===== src/rtl/det_sched.sv =====
// det_sched: round-robin scheduler that time-shares one serial sequence
// detector among N_REQ requesters. The winner's word is latched, the detector
// is cleared, the word is shifted in MSB-first, and the detector codes are
// accumulated. The final code and match count go back to the winner with a
// one-cycle done strobe.
// Build option: define DET_SCHED_FIXED_PRIO_EN for fixed-priority
// arbitration (lowest index wins) instead of round-robin.

module det_sched #(
   parameter int N_REQ  = 4,
   parameter int DATA_W = 8,
   parameter int CNT_W  = 4
) (
   input  logic                      clk,
   input  logic                      rst,
   input  logic [N_REQ-1:0]          req,
   input  logic [N_REQ*DATA_W-1:0]   req_data,
   output logic                      busy,
   output logic [$clog2(N_REQ)-1:0]  gnt_id,
   output logic                      done,
   output logic [2:0]                res_code,
   output logic [CNT_W-1:0]          res_cnt,
   output logic                      det_xe,
   output logic                      det_rst,
   input  logic [2:0]                det_ye
);

   localparam int ID_W  = $clog2(N_REQ);
   localparam int BIT_W = (DATA_W > 1) ? $clog2(DATA_W) : 1;

   typedef enum logic [2:0] {
      S_IDLE,
      S_CLEAR,
      S_SHIFT,
      S_DRAIN,
      S_DONE
   } state_t;

   state_t             state;
   logic [DATA_W-1:0]  shreg;
   logic [BIT_W-1:0]   bit_cnt;
   logic [2:0]         acc_code;
   logic [CNT_W-1:0]   acc_cnt;

   logic               win_any;
   logic [ID_W-1:0]    win_idx;
   logic [DATA_W-1:0]  win_word;
   logic [2:0]         samp_code;
   logic [CNT_W-1:0]   samp_cnt;

`ifndef DET_SCHED_FIXED_PRIO_EN
   // Last granted requester; the search starts just after it.
   logic [ID_W-1:0]    rr_ptr;
`endif

   // Arbitration: pick the requester that wins if the FSM is idle this cycle.
   always_comb begin
      // NOTE: every output of a combinational block gets a default first so no latch is inferred.
      win_any = 1'b0;
      win_idx = '0;
`ifdef DET_SCHED_FIXED_PRIO_EN
      for (int j = N_REQ - 1; j >= 0; j--) begin
         if (req[j]) begin
            win_any = 1'b1;
            win_idx = ID_W'(j);
         end
      end
`else
      begin
         int best_d;
         int d;
         best_d = N_REQ;
         d      = 0;
         for (int j = 0; j < N_REQ; j++) begin
            // Distance from rr_ptr+1, wrapping; smallest distance has priority.
            d = j - int'(rr_ptr) - 1;
            if (d < 0) d = d + N_REQ;
            if (req[j] && (d < best_d)) begin
               best_d  = d;
               win_any = 1'b1;
               win_idx = ID_W'(j);
            end
         end
      end
`endif
   end

   // Word of the arbitration winner.
   always_comb begin
      win_word = '0;
      for (int j = 0; j < N_REQ; j++) begin
         if (win_idx == ID_W'(j)) win_word = req_data[j*DATA_W +: DATA_W];
      end
   end

   // Accumulator values after folding in the current detector sample.
   always_comb begin
      samp_code = acc_code;
      samp_cnt  = acc_cnt;
      if (det_ye != 3'b000) begin
         samp_code = det_ye;
         if (acc_cnt != {CNT_W{1'b1}}) samp_cnt = acc_cnt + 1'b1;
      end
   end

   // Transaction FSM; every output is a register.
   always_ff @(posedge clk) begin
      if (rst) begin
         state    <= S_IDLE;
         busy     <= 1'b0;
         done     <= 1'b0;
         gnt_id   <= '0;
         res_code <= '0;
         res_cnt  <= '0;
         det_xe   <= 1'b0;
         det_rst  <= 1'b1;
         shreg    <= '0;
         bit_cnt  <= '0;
         acc_code <= '0;
         acc_cnt  <= '0;
`ifndef DET_SCHED_FIXED_PRIO_EN
         rr_ptr   <= ID_W'(N_REQ - 1);
`endif
      end else begin
         // NOTE: sequential state uses non-blocking assignments so all flops update from pre-edge values.
         done <= 1'b0;
         case (state)
            S_IDLE: begin
               det_rst <= 1'b1;
               det_xe  <= 1'b0;
               if (win_any) begin
                  shreg    <= win_word;
                  gnt_id   <= win_idx;
`ifndef DET_SCHED_FIXED_PRIO_EN
                  rr_ptr   <= win_idx;
`endif
                  acc_code <= '0;
                  acc_cnt  <= '0;
                  busy     <= 1'b1;
                  state    <= S_CLEAR;
               end
            end
            S_CLEAR: begin
               // Detector has seen one clear cycle; present the first bit.
               det_rst <= 1'b0;
               det_xe  <= shreg[DATA_W-1];
               shreg   <= shreg << 1;
               bit_cnt <= '0;
               state   <= S_SHIFT;
            end
            S_SHIFT: begin
               // At bit_cnt==0 the detector output still reflects the clear.
               if (bit_cnt != '0) begin
                  acc_code <= samp_code;
                  acc_cnt  <= samp_cnt;
               end
               if (bit_cnt == BIT_W'(DATA_W - 1)) begin
                  det_xe <= 1'b0;
                  state  <= S_DRAIN;
               end else begin
                  det_xe  <= shreg[DATA_W-1];
                  shreg   <= shreg << 1;
                  bit_cnt <= bit_cnt + 1'b1;
               end
            end
            S_DRAIN: begin
               // Code for the last bit arrives now; publish the result.
               acc_code <= samp_code;
               acc_cnt  <= samp_cnt;
               res_code <= samp_code;
               res_cnt  <= samp_cnt;
               done     <= 1'b1;
               det_rst  <= 1'b1;
               state    <= S_DONE;
            end
            S_DONE: begin
               det_rst <= 1'b1;
               busy    <= 1'b0;
               state   <= S_IDLE;
            end
            default: begin
               busy    <= 1'b0;
               det_rst <= 1'b1;
               det_xe  <= 1'b0;
               state   <= S_IDLE;
            end
         endcase
      end
   end

endmodule


===== config.mk =====
export PLATFORM = sky130hd
export DESIGN_NAME = det_sched
export DESIGN_NICKNAME = d
export VERILOG_FILES = /design/src/rtl/det_sched.sv
export SDC_FILE = /design/constraint.sdc
export NUM_CORES = 1
export LEC_CHECK = 0
export CAP_MARGIN = 5
export CORE_ASPECT_RATIO = 0.6
export CORE_MARGIN = 2
export CORE_UTILIZATION = 50
export CTS_BUF_LIST = sky130_fd_sc_hd__clkbuf_8
export CTS_CLUSTER_SIZE = 20
export DETAILED_ROUTE_END_ITERATION = 16
export GPL_TIMING_DRIVEN = 0
export PLACE_DENSITY = 0.81
export SLEW_MARGIN = 20
export SYNTH_ARGS = -nofsm -noshare
export SYNTH_HDL_FRONTEND = slang
export SYNTH_SLANG_ARGS = --single-unit

===== constraint.sdc =====
create_clock -name clk -period 4.62 [get_ports clk]
set_input_delay 0.693 -clock clk [delete_from_list [all_inputs] [get_ports clk]]
set_output_delay 0.693 -clock clk [all_outputs]
set_load 0.05 [all_outputs]

==> results.yml, run 1 <==
logic_synthesis:
  syn_area_per_cell_um2: 8.75
  ys.warnings.count: 0
  ys_seq_elements: 36
  synth_edf_count: 0
  syn_inst: 262
  synth_ff_type: "dfxtp_1"
  ys_seq_area_frac: 0.314
  synth_area_mm2: 0.00229
  synthArstFlopShare: 0
  ys_types: 56
clock_tree:
  cts-root-buf: "clkbuf_8"
  path_clk_slew_ns: 0.07
  numCtsBuffers: 5
  cts_max_level: 2
  clk_path_buf_depth: 2
  cts.sinks: 36
  clock_latency_ns: 0.29
  cts_tree: "built"
  cts_setup_buffers: 0
grt:
  overflow: 0
  grt_pass1_vias: 2061
  grt.total_usage: 0.227
  grt_max_degree: 11
  grt_antenna_before_repair: 0
  grt_pass1_wl_um: 9520
detailed_routing:
  drcViolationCount: 0
  wl_um: 5620
  drt_first_pass_iters: 6
  vias: 2227
  viasPerCell: 5.77
  drt_iter0_markers: 195
  ant_nets: 0
  wl_per_cell_um: 14.6
sta:
  rsz0062_at_grt: "no"
  period_share: 0.922
  drv_slew: 0
  timing.final.ws_setup_ns: 0.358
  relSlewSlack: 0.585
  setup_viol: 0
  fin_worst_skew_ns: 0.00304
  fmax_mhz: 235
  timing.setup.tns_ns: 0
  period_minus_slack_ns: 4.26
  worst_slew_pin_slew_ns: 0.618
  hold_violations: 0
critical_path:
  worstPathRequired_ns: 4.79
  crit_top_cell: "ha_1"
  end_kind: "flip-flop"
  crit_arrival_ns: 4.43
  crit_type: "reg2reg"
  cp_slowest_stage_delay_ns: 0.43
  startpoint_type: "flip-flop"
  cp_slowest_cell: "ha_1"
  crit_chain: "buf_6 > inv_1 > ha_1 > nand2b_4 > o32a_1 > ha_1 > o211ai_1 > o2111ai_4 > and2_4 > a21o_1 > ha_1 > nor2_1 > o21ai_0 > o41ai_2 > a21o_1 > a222oi_1 > o21ai_1"
  crit_fanout: 9
die:
  io_pins: 54
  rows: 19
  coreArea_mm2: 0.00449
  die_area_mm2: 0.00516
  initial_core_util: 0.510
  die_h_um: 56.4
  die_w_um: 91.4
layout:
  fin_util: 0.666
  nets: 375
  stdcell_area_mm2: 0.00299
  area_growth_pct: 30.6
  diodes: 0
  drive_above_1_share: 0.102
placed_design:
  place.gp.congestion: 0.897
  placed_area_mm2: 0.00290
  numPortBuffers: 52
  dp_hpwl_um: 4420
  pre_cts_ws_ns: 0.0596
power_and_ir_drop:
  power_mw: 1.90
  p_leak_nw: 1.17
  peakVddDrop_mv: 0.399
  powerDensity_mw_per_mm2: 634
run:
  cap_violations: 0
worst_hold_path:
  hold_path.class: "reg2reg"
run_status:
  status: "completed"
==> cells in the final DEF (no fill, tap or decap), types with 6 or more instances in the layout <==
| cell type | Yosys | routed |
|---|---|---|
| clkdlybuf4s50_1 | 0 | 52 |
| dfxtp_1 | 36 | 36 |
| nor2_1 | 31 | 31 |
| nand2_1 | 19 | 19 |
| a21oi_1 | 16 | 16 |
| inv_1 | 10 | 12 |
| ha_1 | 12 | 12 |
| mux2_2 | 10 | 10 |
| a22oi_1 | 10 | 10 |
| o21ai_1 | 9 | 9 |
| o31ai_1 | 9 | 9 |
| a222oi_1 | 8 | 8 |
| nor3_1 | 6 | 6 |
| nand2b_1 | 6 | 6 |
| a22o_1 | 6 | 6 |
| clkbuf_8 | 0 | 6 |
==> Yosys cell counts, types with 5 or more instances <==
cell,instances,area [um^2]
nand2b_1,6,37.5
nand2_1,19,71.3
nor2_1,31,116
a211oi_1,5,37.5
o21ai_0,5,25.0
a21oi_1,16,80.1
nor3_1,6,30.0
o21ai_1,9,45.0
a22o_1,6,52.6
a222oi_1,8,80.1
a22oi_1,10,75.1
inv_1,10,37.5
ha_1,12,150
clkbuf_1,5,18.8
mux2_2,10,113
dfxtp_1,36,721
o31ai_1,9,67.6
==> metrics by stage <==
step,instances,hold WS [ns]
floorplan,263,0.426
global placement,378,0.439
detailed placement,378,0.447
CTS,386,0.458
global route,386,0.477
finish,386,0.458
==> timing repair <==
item | CTS | global route
resized for setup | 0 | 1
hold endpoints to repair | 0 | 0
endpoints found under the setup margin | 0 | 1
hold buffers | 0 | 0
==> cells by family (layout without fill, tap and decap cells) <==
logic type,after synthesis,after routing,share of synthesized area
muxes,13,13,0.0622
xor gates and xnor gates,3,3,0.0115
buffers and inverters,21,81,0.0442
adders and majority gates,12,12,0.0655
other,1,2,0.00164
AOI/OAI and AO/OA,94,94,0.319
and+or+nand+nor,82,82,0.182
DFF,36,36,0.314
==> final timing paths <==
path                          startpoint                    end  slack [ns]  cells after the start
setup / recovery  rr_ptr[0]$_SDFFE_PP1P_  shreg[1]$_SDFFE_PP0P_        0.36                     17
hold / removal     shreg[0]$_SDFFE_PP0P_  shreg[0]$_SDFFE_PP0P_        0.46                      2
setup reg to reg  rr_ptr[0]$_SDFFE_PP1P_  shreg[1]$_SDFFE_PP0P_        0.36                     17
hold reg to reg    shreg[0]$_SDFFE_PP0P_  shreg[0]$_SDFFE_PP0P_        0.46                      2
==> critical path, delay by kind of cell (launching register included) <==
| kind | cells | cell delay [ns] |
|---|---|---|
| compound gates | 9 | 2.17 |
| fa+ha+maj | 3 | 1.03 |
| simple gates | 3 | 0.37 |
| flops | 1 | 0.35 |
| buf+inv | 2 | 0.20 |
==> state kept, by name (all words and copies together), names as in the netlist <==
name,flops
shreg,8
busy,1
state,3
acc_code,3
done,1
gnt_id,2
res_code,3
res_cnt,4
det_rst,1
rr_ptr,2
acc_cnt,4
bit_cnt,3
det_xe,1
==> routing by layer <==
metal  wire length [um]  vias up  global-route usage
met3                417        5              0.0470
met1               2840     1026               0.346
met4                 53        0              0.0584
li1                   -     1113                   -
met2               2310       83               0.324
met5                  0        -                   0
==> where the power goes <==
part | internal (mW) | total [mW] | switching (mW)
logic | 0.524 | 1.28 | 0.754
clock network | 0.117 | 0.222 | 0.105
registers | 0.365 | 0.398 | 0.0326
total | 1.01 | 1.90 | 0.891
==> layout make-up <==
| class | instances | area, um^2 |
|---|---|---|
| Buffer | 11 | 63.8 |
| Clock buffer | 6 | 82.6 |
| Clock inverter | 2 | 7.51 |
| Fill cell | 373 | 1500 |
| Inverter | 10 | 37.5 |
| Multi-Input combinational cell | 206 | 1480 |
| Sequential cell | 36 | 721 |
| Tap cell | 63 | 78.8 |
| Timing Repair Buffer | 52 | 520 |
No activity file was read; power rests on OpenSTA's default activity.
==> run 2: changes to the inputs <==
PLACE_DENSITY = 0.8   (was 0.81)
==> run 2 against run 1 <==
Against the previous run:
- fmax decreased by 0.77%
- flip-flop and latch count unchanged
- sequential power about the same
- critical endpoint is now shreg[4]$_SDFFE_PP0P_
- worst setup slack got worse by 0.033 ns
==> results.yml, run 2 (synthesized netlist as in run 1, its figures left out) <==
power_and_ir_drop:
  powerDensity_mw_per_mm2: 631
  internal_power_uw: 985
  power_frac_comb: 0.676
  power.share.clock: 0.112
  seq_power_share: 0.212
  p_leak_nw: 1.16
  peakVddDrop_mv: 0.310
  p_sw_frac: 0.475
  p_switching_uw: 891
layout:
  fin_util: 0.662
  area_growth_pct: 29.7
  nets: 375
  final_cell_mix: "clkdlybuf4s50_1, dfxtp_1, nor2_1"
  top_regs: "shreg (8), acc_cnt (4), res_cnt (4)"
  largest-register: "shreg"
  diodes: 0
  largest_reg_flops: 8
  final_common_cell: "clkdlybuf4s50_1"
  drive_above_1_share: 0.0994
clock_tree:
  ctsResizeCount: 0
  cts_max_level: 2
  clk_path_buf_depth: 2
  ctsHoldBuffers: 0
  numCtsBuffers: 5
  path_clk_slew_ns: 0.07
  cts_tree: "built"
  cts.sinks: 36
  cts_setup_buffers: 0
  clock_latency_ns: 0.29
  cts-root-buf: "clkbuf_8"
critical_path:
  cp_slowest_cell: "o41ai_1"
  worstPathRequired_ns: 4.79
  crit_top_cell: "ha_1"
  crit_arrival_ns: 4.46
  end_kind: "flip-flop"
  cp_slowest_stage_delay_ns: 0.58
  crit_chain: "buf_6 > inv_1 > ha_1 > nand2b_4 > o32a_1 > ha_1 > o211ai_1 > o2111ai_4 > and2_4 > a21o_1 > ha_1 > o41ai_1 > nor2_1 > a222oi_1 > o21ai_1"
  crit_type: "reg2reg"
  crit_fanout: 9
  startpoint_type: "flip-flop"
  cpLargestDelayFamily: "compound AO/OA/AOI/OAI gates"
  cp_num_buf_inv: 2
detailed_routing:
  vias: 2241
  drcViolationCount: 0
  drt_first_pass_iters: 5
  drt_iter0_markers: 232
  wl_per_cell_um: 14.5
  viasPerCell: 5.82
  wl_um: 5590
  ant_nets: 0
sta:
  period_minus_slack_ns: 4.29
  rsz0062_at_grt: "no"
  drv_slew: 0
  fin_worst_skew_ns: 0.00362
  timing.final.ws_setup_ns: 0.325
  fmax_mhz: 233
  timing.setup.tns_ns: 0
  hold_violations: 0
  relSlewSlack: 0.591
  period_share: 0.930
  setup_viol: 0
  worst_slew_pin_slew_ns: 0.609
die:
  rows: 19
  coreArea_mm2: 0.00449
  io_pins: 54
  die_w_um: 91.4
  initial_core_util: 0.510
  die_area_mm2: 0.00516
  die_h_um: 56.4
placed_design:
  pre_cts_ws_ns: 0.107
  place.gp.congestion: 0.888
  dp_hpwl_um: 4360
  numPortBuffers: 52
worst_hold_path:
  hold_path.class: "reg2reg"
grt:
  grt.total_usage: 0.230
  overflow: 0
  grt_pass1_vias: 2074
  grt_pass1_wl_um: 9490
  grt_antenna_before_repair: 0
  grt_max_degree: 11
run_status:
  status: "completed"
run:
  cap_violations: 0
run 2: worst paths after layout:
check | startpoint | end | slack, ns | cells past startpoint
setup reg to reg | rr_ptr[0]$_SDFFE_PP1P_ | shreg[4]$_SDFFE_PP0P_ | 0.33 | 15
setup / recovery | rr_ptr[0]$_SDFFE_PP1P_ | shreg[4]$_SDFFE_PP0P_ | 0.33 | 15
hold reg to reg | shreg[0]$_SDFFE_PP0P_ | shreg[0]$_SDFFE_PP0P_ | 0.45 | 2
hold / removal | shreg[0]$_SDFFE_PP0P_ | shreg[0]$_SDFFE_PP0P_ | 0.45 | 2
run 2: cell type report:
type / count / area [um^2]
sequential: 36 / 721
clock inverter: 2 / 8.76
buffer: 11 / 63.8
fill: 390 / 1520
multi-input combinational: 206 / 1470
tap: 63 / 78.8
timing repair buffer: 52 / 520
inverter: 10 / 37.5
clock buffer: 5 / 68.8
run 2: power by group through the flow:
stage	logic, mW	registers (mW)	clock network, mW
after floorplan	0.932	0.447	0
after global placement	1.22	0.402	0
after detailed placement	1.25	0.405	0
after CTS	1.26	0.397	0.213
after global routing	1.40	0.405	0.224
final	1.27	0.398	0.209
run 2: layer usage:
metal | vias to the layer above | track usage | routed length [um]
met5 | - | 0 | 0
met4 | 0 | 0.0649 | 63
met3 | 6 | 0.0430 | 285
met2 | 68 | 0.336 | 2340
met1 | 1054 | 0.343 | 2900
li1 | 1113 | - | -
run 2: stage by stage:
step | area [um^2] | total power, mW | std cells | hold WS (ns)
2_1_floorplan | 2300 | 1.38 | 263 | 0.426
3_3_place_gp | 2900 | 1.62 | 378 | 0.438
3_5_place_dp | 2900 | 1.65 | 378 | 0.440
4_1_cts | 2970 | 1.87 | 385 | 0.449
5_1_grt | 2970 | 2.03 | 385 | 0.483
6_report | 2970 | 1.88 | 385 | 0.450
run 2: tightest hold or removal path, cell delays in order, from the launching register on:
cell	delay, ns
dfxtp_1	0.31
nand2_1	0.05
o21ai_1	0.05
==> run 3: changes to the inputs <==
GPL_TIMING_DRIVEN = default   (was 0)
==> run 3 against run 2 <==
Against the previous run:
- first-iteration DRC count decreased by 6.5%
- core utilization increased by 0.084 points
- total power increased by 2.8%
- combinational power about the same
- highest routed layer unchanged
- via count increased by 0.80%
- fmax increased by 0.39%
- global-route usage decreased by 0.16 points
- clock power increased by 28%
- routed wire length increased by 2.8%
- clock-buffer cell count unchanged
==> results.yml, run 3 (synthesized netlist as in run 1, its figures left out) <==
sta:
  worst_slew_pin_slew_ns: 0.616
  fin_worst_skew_ns: 0.00840
  relSlewSlack: 0.589
  hold_violations: 0
  fmax_mhz: 234
  setup_viol: 0
  drv_slew: 0
  rsz0062_at_grt: "no"
  period_minus_slack_ns: 4.28
  timing.setup.tns_ns: 0
  period_share: 0.926
critical_path:
  cp_slowest_stage_delay_ns: 0.48
  crit_arrival_ns: 4.45
  crit_chain: "inv_1 > ha_1 > nand2b_4 > o32a_1 > ha_1 > o211ai_1 > o2111ai_4 > and2_4 > a21o_1 > ha_1 > o311ai_2 > nor3b_2 > o21a_1 > a222oi_1 > o21ai_1"
  critical_path.startpoint: "rr_ptr[0]$_SDFFE_PP1P_"
  worstReg2RegStart: "rr_ptr[0]$_SDFFE_PP1P_"
  rrSetupSlack_ns: 0.34
  cp_slowest_cell: "ha_1"
  end_kind: "flip-flop"
  startpoint_type: "flip-flop"
  worstPathRequired_ns: 4.79
  reg2reg_depth: 15
  crit_fanout: 10
  crit_top_cell: "ha_1"
  r2r_end: "shreg[4]$_SDFFE_PP0P_"
  worstSetupEndpoint: "shreg[4]$_SDFFE_PP0P_"
  crit_type: "reg2reg"
grt:
  grt_use_met2: 0.313
  grt.busiest_layer: "met1"
  grt_pass1_wl_um: 9340
  overflow: 0
  grt_use_met3: 0.0711
  grt_max_degree: 26
  grt_use_met1: 0.334
  grt.total_usage: 0.228
  grt_pass1_vias: 1997
  grt_antenna_before_repair: 0
placed_design:
  numPortBuffers: 53
  dp_hpwl_um: 4390
  place.gp.congestion: 0.905
  placed_cells: 370
detailed_routing:
  wl_um: 5740
  drt_iter0_markers: 217
  drt_first_pass_iters: 6
  wl_per_cell_um: 15.2
  drcViolationCount: 0
  viasPerCell: 5.98
  vias: 2259
  ant_nets: 0
clock_tree:
  cts_tree: "built"
  clk_path_buf_depth: 2
  clock_latency_ns: 0.29
  cts.sinks: 36
  path_clk_slew_ns: 0.07
  cts_max_level: 2
  numCtsBuffers: 5
  ctsHoldBuffers: 0
  cts-root-buf: "clkbuf_8"
die:
  io_pins: 54
  die_h_um: 56.4
  initial_core_util: 0.510
  die_area_mm2: 0.00516
  coreArea_mm2: 0.00449
  rows: 19
  die_w_um: 91.4
layout:
  drive_above_1_share: 0.111
  largest-register: "shreg"
  fillerInstances: 362
  fin_util: 0.662
  nets: 367
  largest_reg_flops: 8
  area_growth_pct: 29.9
  diodes: 0
  final_common_cell: "clkdlybuf4s50_1"
  top_regs: "shreg (8), acc_cnt (4), res_cnt (4)"
  final_cell_mix: "clkdlybuf4s50_1, dfxtp_1, nor2_1"
  finalNonFillerCells: 378
power_and_ir_drop:
  p_leak_nw: 1.16
  powerDensity_mw_per_mm2: 647
  peakVddDrop_mv: 0.297
run_status:
  status: "completed"
worst_hold_path:
  hold_path.class: "reg2reg"
run:
  cap_violations: 0
[run 3: cell types whose count changed in the layout (fill, tap and decap cells not counted), sizes merged]
cell / delta
clkbuf: -5
buf: -4
clkdlybuf4s50: +1
bufinv: +1
[run 3: layout make-up]
| class | instances | area [um^2] | share of cell area |
|---|---|---|---|
| multi-input cells | 206 | 1490 | 0.499 |
| repair buffers | 55 | 546 | 0.183 |
| clock inverters | 3 | 38.8 | 0.0130 |
| clock buffers | 5 | 68.8 | 0.0231 |
| flip-flops and latches | 36 | 722 | 0.243 |
| well taps | 63 | 78.8 | 0.0265 |
| inverters | 10 | 37.5 | 0.0126 |
[run 3: worst min path at each step]
stage	end	startpoint	slack (ns)	cells after the start
2_1_floorplan	shreg[0]$_SDFFE_PP0P_	shreg[0]$_SDFFE_PP0P_	0.43	2
3_3_place_gp	shreg[0]$_SDFFE_PP0P_	shreg[0]$_SDFFE_PP0P_	0.44	2
3_5_place_dp	res_cnt[2]$_SDFFE_PP0P_	res_cnt[2]$_SDFFE_PP0P_	0.45	2
4_1_cts	res_cnt[2]$_SDFFE_PP0P_	res_cnt[2]$_SDFFE_PP0P_	0.47	2
5_1_grt	res_cnt[2]$_SDFFE_PP0P_	res_cnt[2]$_SDFFE_PP0P_	0.47	2
6_report	gnt_id[1]$_SDFFE_PP0P_	gnt_id[1]$_SDFFE_PP0P_	0.46	2
[run 3: power by group]
part	total (mW)	internal [mW]	leakage, nW	switching, mW
registers	0.420	0.366	0.294	0.0545
clock network	0.267	0.158	0.0593	0.109
logic	1.24	0.496	0.809	0.744
total	1.93	1.02	1.16	0.908
[run 3: timing repair]
item                       in CTS  in global routing
setup buffers                   0                  0
gates resized for setup         0                  3
setup endpoints to repair       0                  8
[run 3: through the flow]
stage                     cell area, um^2  worst slack [ns]  hold slack (ns)  power (mW)
after CTS                            2960             0.216            0.467        1.89
after detailed placement             2860             0.105            0.451        1.62
after global placement               2860             0.252            0.444        1.57
after global routing                 2980            0.0573            0.471        2.06
final                                2980             0.342            0.464        1.93
after floorplan                      2300             0.816            0.426        1.38
[run 3: layer usage]
| metal | part of all wire | wire length, um |
|---|---|---|
| met2 | 0.41 | 2350 |
| met3 | 0.078 | 446 |
| met1 | 0.50 | 2870 |
| met5 | 0 | 0 |
| met4 | 0.013 | 74 |
[run 3: worst max-delay path, delay by kind of cell (launching register included)]
| family | cells | cell delay [ns] |
|---|---|---|
| flops | 1 | 0.46 |
| buf+inv | 1 | 0.07 |
| simple gates | 3 | 0.52 |
| fa+ha+maj | 3 | 1.11 |
| compound gates | 8 | 2.00 |
